$ cat config.mk
export PLATFORM = sky130hd
export DESIGN_NAME = rr_mux_arb
export DESIGN_NICKNAME = d
export VERILOG_FILES = /design/src/rtl/rr_mux_arb.sv
export SDC_FILE = /design/constraint.sdc
export NUM_CORES = 1
export LEC_CHECK = 0
export CAP_MARGIN = 10
export CORE_MARGIN = 4
export CORE_UTILIZATION = 47
export CTS_CLUSTER_DIAMETER = 40
export DETAILED_ROUTE_END_ITERATION = 6
export GPL_TIMING_DRIVEN = 0
export PLACE_DENSITY = 0.9
export SLEW_MARGIN = 20
export SYNTH_ARGS = -nofsm -noshare
export SYNTH_HDL_FRONTEND = slang
export SYNTH_SLANG_ARGS = --single-unit
$ cat constraint.sdc
create_clock -name clk -period 5.55 [get_ports clk]
set_input_delay 0.555 -clock clk [delete_from_list [all_inputs] [get_ports clk]]
set_output_delay 0.555 -clock clk [all_outputs]
set_load 0.1 [all_outputs]
$ cat src/rtl/rr_mux_arb.sv
// rr_mux_arb: registered round-robin N:1 valid/ready multiplexer with one-hot override.
//
// Ports:
//   clk        rising-edge clock
//   reset_n    asynchronous active-low reset
//   in_data    N channels of W bits, channel i at [i*W +: W]
//   in_valid   per-channel valid
//   in_ready   per-channel accept (at most one bit set)
//   force_sel  one-hot channel override; all-zero selects round-robin
//   out_data   registered selected word
//   out_valid  out_data holds an unconsumed word
//   out_ready  downstream consumes out_data when out_valid && out_ready
//   out_grant  registered one-hot index of the channel that produced out_data
//   sel_err    sticky flag: force_sel was non-zero and not one-hot
module rr_mux_arb #(
  parameter int unsigned N = 4,
  parameter int unsigned W = 16
) (
  input  logic           clk,
  input  logic           reset_n,
  input  logic [N*W-1:0] in_data,
  input  logic [N-1:0]   in_valid,
  output logic [N-1:0]   in_ready,
  input  logic [N-1:0]   force_sel,
  output logic [W-1:0]   out_data,
  output logic           out_valid,
  input  logic           out_ready,
  output logic [N-1:0]   out_grant,
  output logic           sel_err
);

  localparam int unsigned IW = (N > 1) ? $clog2(N) : 1;

  logic [W-1:0]  out_data_q, out_data_d;
  logic          out_valid_q, out_valid_d;
  logic [N-1:0]  out_grant_q, out_grant_d;
  logic          sel_err_q, sel_err_d;
  logic [IW-1:0] last_q, last_d;

  logic          force_none;
  logic          force_bad;
  logic [N-1:0]  elig;
  logic          win_found;
  logic [IW-1:0] win_idx;
  logic [N-1:0]  win_onehot;
  logic [W-1:0]  win_data;
  logic          load_en;
  logic          xfer;

  // Eligible set: an illegal override blocks every channel.
  always_comb begin
    force_none = (force_sel == '0);
    force_bad  = !force_none && !$onehot(force_sel);
    if (force_none) begin
      elig = in_valid;
    end else if (force_bad) begin
      elig = '0;
    end else begin
      elig = in_valid & force_sel;
    end
  end

  // Scan upward from last+1, wrapping, so the previous winner has lowest priority.
  always_comb begin
    int unsigned cand;
    cand      = 0;
    win_found = 1'b0;
    win_idx   = '0;
    for (int unsigned i = 1; i <= N; i++) begin
      cand = (32'(last_q) + i) % N;
      if (!win_found && elig[cand]) begin
        win_found = 1'b1;
        win_idx   = IW'(cand);
      end
    end
  end

  always_comb begin
    win_onehot = '0;
    if (win_found) begin
      win_onehot[win_idx] = 1'b1;
    end
    win_data = in_data[32'(win_idx)*W +: W];
  end

  // Register can take a new word when empty or being drained this cycle.
  assign load_en  = !out_valid_q || out_ready;
  // Gate with reset_n so no channel is accepted while reset is held.
  assign xfer     = reset_n && load_en && win_found;
  assign in_ready = xfer ? win_onehot : '0;

  always_comb begin
    out_data_d  = out_data_q;
    out_valid_d = out_valid_q;
    out_grant_d = out_grant_q;
    last_d      = last_q;
    sel_err_d   = sel_err_q | force_bad;
    if (xfer) begin
      out_data_d  = win_data;
      out_grant_d = win_onehot;
      out_valid_d = 1'b1;
      last_d      = win_idx;
    end else if (out_valid_q && out_ready) begin
      out_valid_d = 1'b0;
    end
  end

  always_ff @(posedge clk or negedge reset_n) begin
    if (!reset_n) begin
      out_data_q  <= '0;
      out_valid_q <= 1'b0;
      out_grant_q <= '0;
      sel_err_q   <= 1'b0;
      last_q      <= IW'(N - 1);
    end else begin
      out_data_q  <= out_data_d;
      out_valid_q <= out_valid_d;
      out_grant_q <= out_grant_d;
      sel_err_q   <= sel_err_d;
      last_q      <= last_d;
    end
  end

  assign out_data  = out_data_q;
  assign out_valid = out_valid_q;
  assign out_grant = out_grant_q;
  assign sel_err   = sel_err_q;

endmodule

==> key figures <==
Run status
  – Outcome: finished, final reports clean

Logic synthesis
  – Sequential fraction of the synthesis area: 0.253
  – FF+latch count, synth: 24
  – Syn_area_per_cell: 8.83 um2
  – Post-synth cell types: 48
  – Cells after Synth: 270
  – Ys async rst share: 1.00
  – Mapped Nets: 349
  – Number of synthesized flops with an enable pin: 0
  – Netlist Area Pre-Place: 2380 um2
  – Ys Warns: 0
  – Top FF cell, synth: dfrtp_1

STA
  – Max Fclk: 188 MHz
  – Period utilization: 0.957
  – RSZ-0062 raised after global routing: false
  – Max-slew violation count: 0
  – Slew @ Worst Pin: 1010 ps
  – Setup ws final: 239 ps
  – Endpoints failing setup: 0
  – Clock period minus worst slack: 5310 ps
  – Final Skew: 4.35 ps
  – Slew margin rel.: 0.322
  – Hold Worst Slack: 268 ps
  – Final hold violations: 0

Critical path
  – Critical path startpoint: force_sel[3]
  – WS Path Type: in -> out
  – CP arrival: 4760 ps
  – R2R depth: 9
  – Worst R2R Setup Slack: 2630 ps
  – Crit path max fanout: 10
  – WP data required: 4990 ps
  – FF-to-FF End: out_grant[3]
  – Crit. End Element: output port
  – Setup crit start kind: input port
  – RR Startpoint: last_q[0]

Global route
  – Largest net degree at the start of global routing: 26
  – First-pass GRT wire length: 12,500 um
  – Grt ovf: 0
  – Initial antenna violation count: 0
  – Vias in the first global route: 2,544
  – Total GRT Usage: 0.246

Worst hold path
  – HP Class: in -> async

Clock tree
  – Clock Tree Root: clkbuf_8
  – Clock buffer depth: 2
  – TritonCTS buffer count: 3
  – CTS Sinks: 24
  – Hold-fix buffers, CTS: 0
  – Worst skew pair latency: 270 ps
  – Worst-path clk slew: 90 ps
  – Post-CTS Setup Inserts: 0
  – H-tree depth: 1
  – TritonCTS clock tree: yes

Detailed routing
  – DR iter-0 viols: 322
  – Final WL: 7950 um
  – Detail Route Antenna Nets: 0
  – First-pass iteration count of the detailed router: 5
  – Vias: 2,713
  – Vias per inst: 6.15
  – DRC Markers: 0
  – Wire per inst: 18.0 um

Cells and area
  – Share of cells above drive strength 1: 0.136
  – Antenna diode count: 0
  – # nets final: 454
  – Fin util: 0.727
  – Post-Layout Cell Count: 441
  – Number of fill cells: 391
  – Commonest non-fill, non-tap cell in the layout: clkdlybuf4s50_1
  – Syn-to-layout area delta: 46.9%
  – Most frequent cells in the layout: 96 x clkdlybuf4s50_1, 30 x nand2_1, 22 x inv_1, 22 x dfrtp_1, 20 x o211ai_1

Die
  – Row Count: 25
  – Initial Util: 0.495
  – Core Region: 4820 um2
  – Die Y: 79.2 um
  – DIE AREA: 6280 um2
  – Num ports: 101
  – DIE WIDTH: 79.2 um

Flow run
  – Max-cap violations: 0

Place
  – Port buffer count: 100
  – Placed cells: 437
  – GP Congestion: 0.892
  – HPWL after DPL: 6320 um
  – Pre-CTS setup slack: -182 ps

Power and ir drop
  – VDD IR max: 281 uV
  – PwrDens: 436 nW/um2
  – LEAKAGE: 1.45 nW
  – Tot Pwr: 1.53 mW
-- report_power, final --
group          internal, mW  total [mW]  switching [mW]
logic                 0.318        1.13           0.812
registers             0.250       0.291          0.0406
clock network        0.0513       0.107          0.0557
-- synthesized netlist by cell type (2+ instances only) --
master,instances,area (um2)
nor2b_1,6,37.5
a21oi_2,2,17.5
nor2_1,6,22.5
clkbuf_1,11,41.3
a32o_1,16,160
buf_6,3,33.8
dfrtp_1,22,551
buf_2,11,55.1
o211ai_1,20,150
a31oi_1,3,18.8
a311oi_1,17,149
o21ai_1,5,25.0
nand2_1,30,113
a21oi_1,3,15.0
inv_1,22,82.6
and2_1,2,12.5
dfstp_2,2,52.6
ha_1,3,37.5
o21ai_0,5,25.0
o211ai_2,16,200
mux2i_1,17,170
nand2b_1,5,31.3
and3_1,18,113
-- per-stage QoR --
stage               cell area, um2  setup TNS (ps)
finish                        3500               0
global route                  3500               0
CTS                           3510               0
detailed placement            3470            -354
global placement              3470           -99.2
floorplan                     2380               0
-- routing by layer --
layer | vias to the layer above | routed length, um | global-route usage
li1 | 1248 | - | -
met3 | 17 | 656 | 0.0181
met2 | 154 | 3920 | 0.421
met4 | 0 | 147 | 0.0636
met1 | 1294 | 3230 | 0.334
met5 | - | 0 | 0
-- worst max path at each step --
stage / to / cells past startpoint
final: in_ready[0] / 14
after floorplan: in_ready[2] / 12
after global placement: in_ready[2] / 14
after detailed placement: in_ready[2] / 14
after CTS: in_ready[2] / 14
after global routing: in_ready[0] / 16
-- layout make-up --
class	instances	area [um2]	share of cell area
Buffer	26	138	0.0393
Clock buffer	4	45.0	0.0129
Inverter	22	82.6	0.0236
Multi-Input combinational cell	198	1560	0.446
Sequential cell	24	603	0.172
Tap cell	67	83.8	0.0239
Timing Repair Buffer	100	988	0.282
-- kinds of logic after synthesis --
logic type,after synthesis,share of synthesized area
AOI/OAI and AO/OA,97,0.367
and+or+nand+nor,79,0.186
muxes,18,0.0771
adders and majority gates,4,0.0241
DFF,24,0.253
buffers and inverters,48,0.0923
-- critical path: stages --
cell and delay, ps:
clkdlybuf4s50_1 670, inv_1 100, fa_1 490, inv_1 40, ha_1 180, ha_1 270, nor2_1 140, a21oi_1 120
a211o_1 290, nor3_2 420, a31o_2 220, buf_4 210, nor2_1 70, clkdlybuf4s50_1 970
-- state kept, by name (all words and copies together) (netlist names) --
signal and cells:
last_q 2, sel_err 1, out_grant 4, out_data 16, out_valid 1
-- timing repair --
item | in CTS | in global routing
gates cloned | 0 | 0
pin swaps | 0 | 0
endpoints found under the setup margin | 2 | 3
gates resized for setup | 2 | 5
Note: power is estimated with default switching activity, not from simulation.
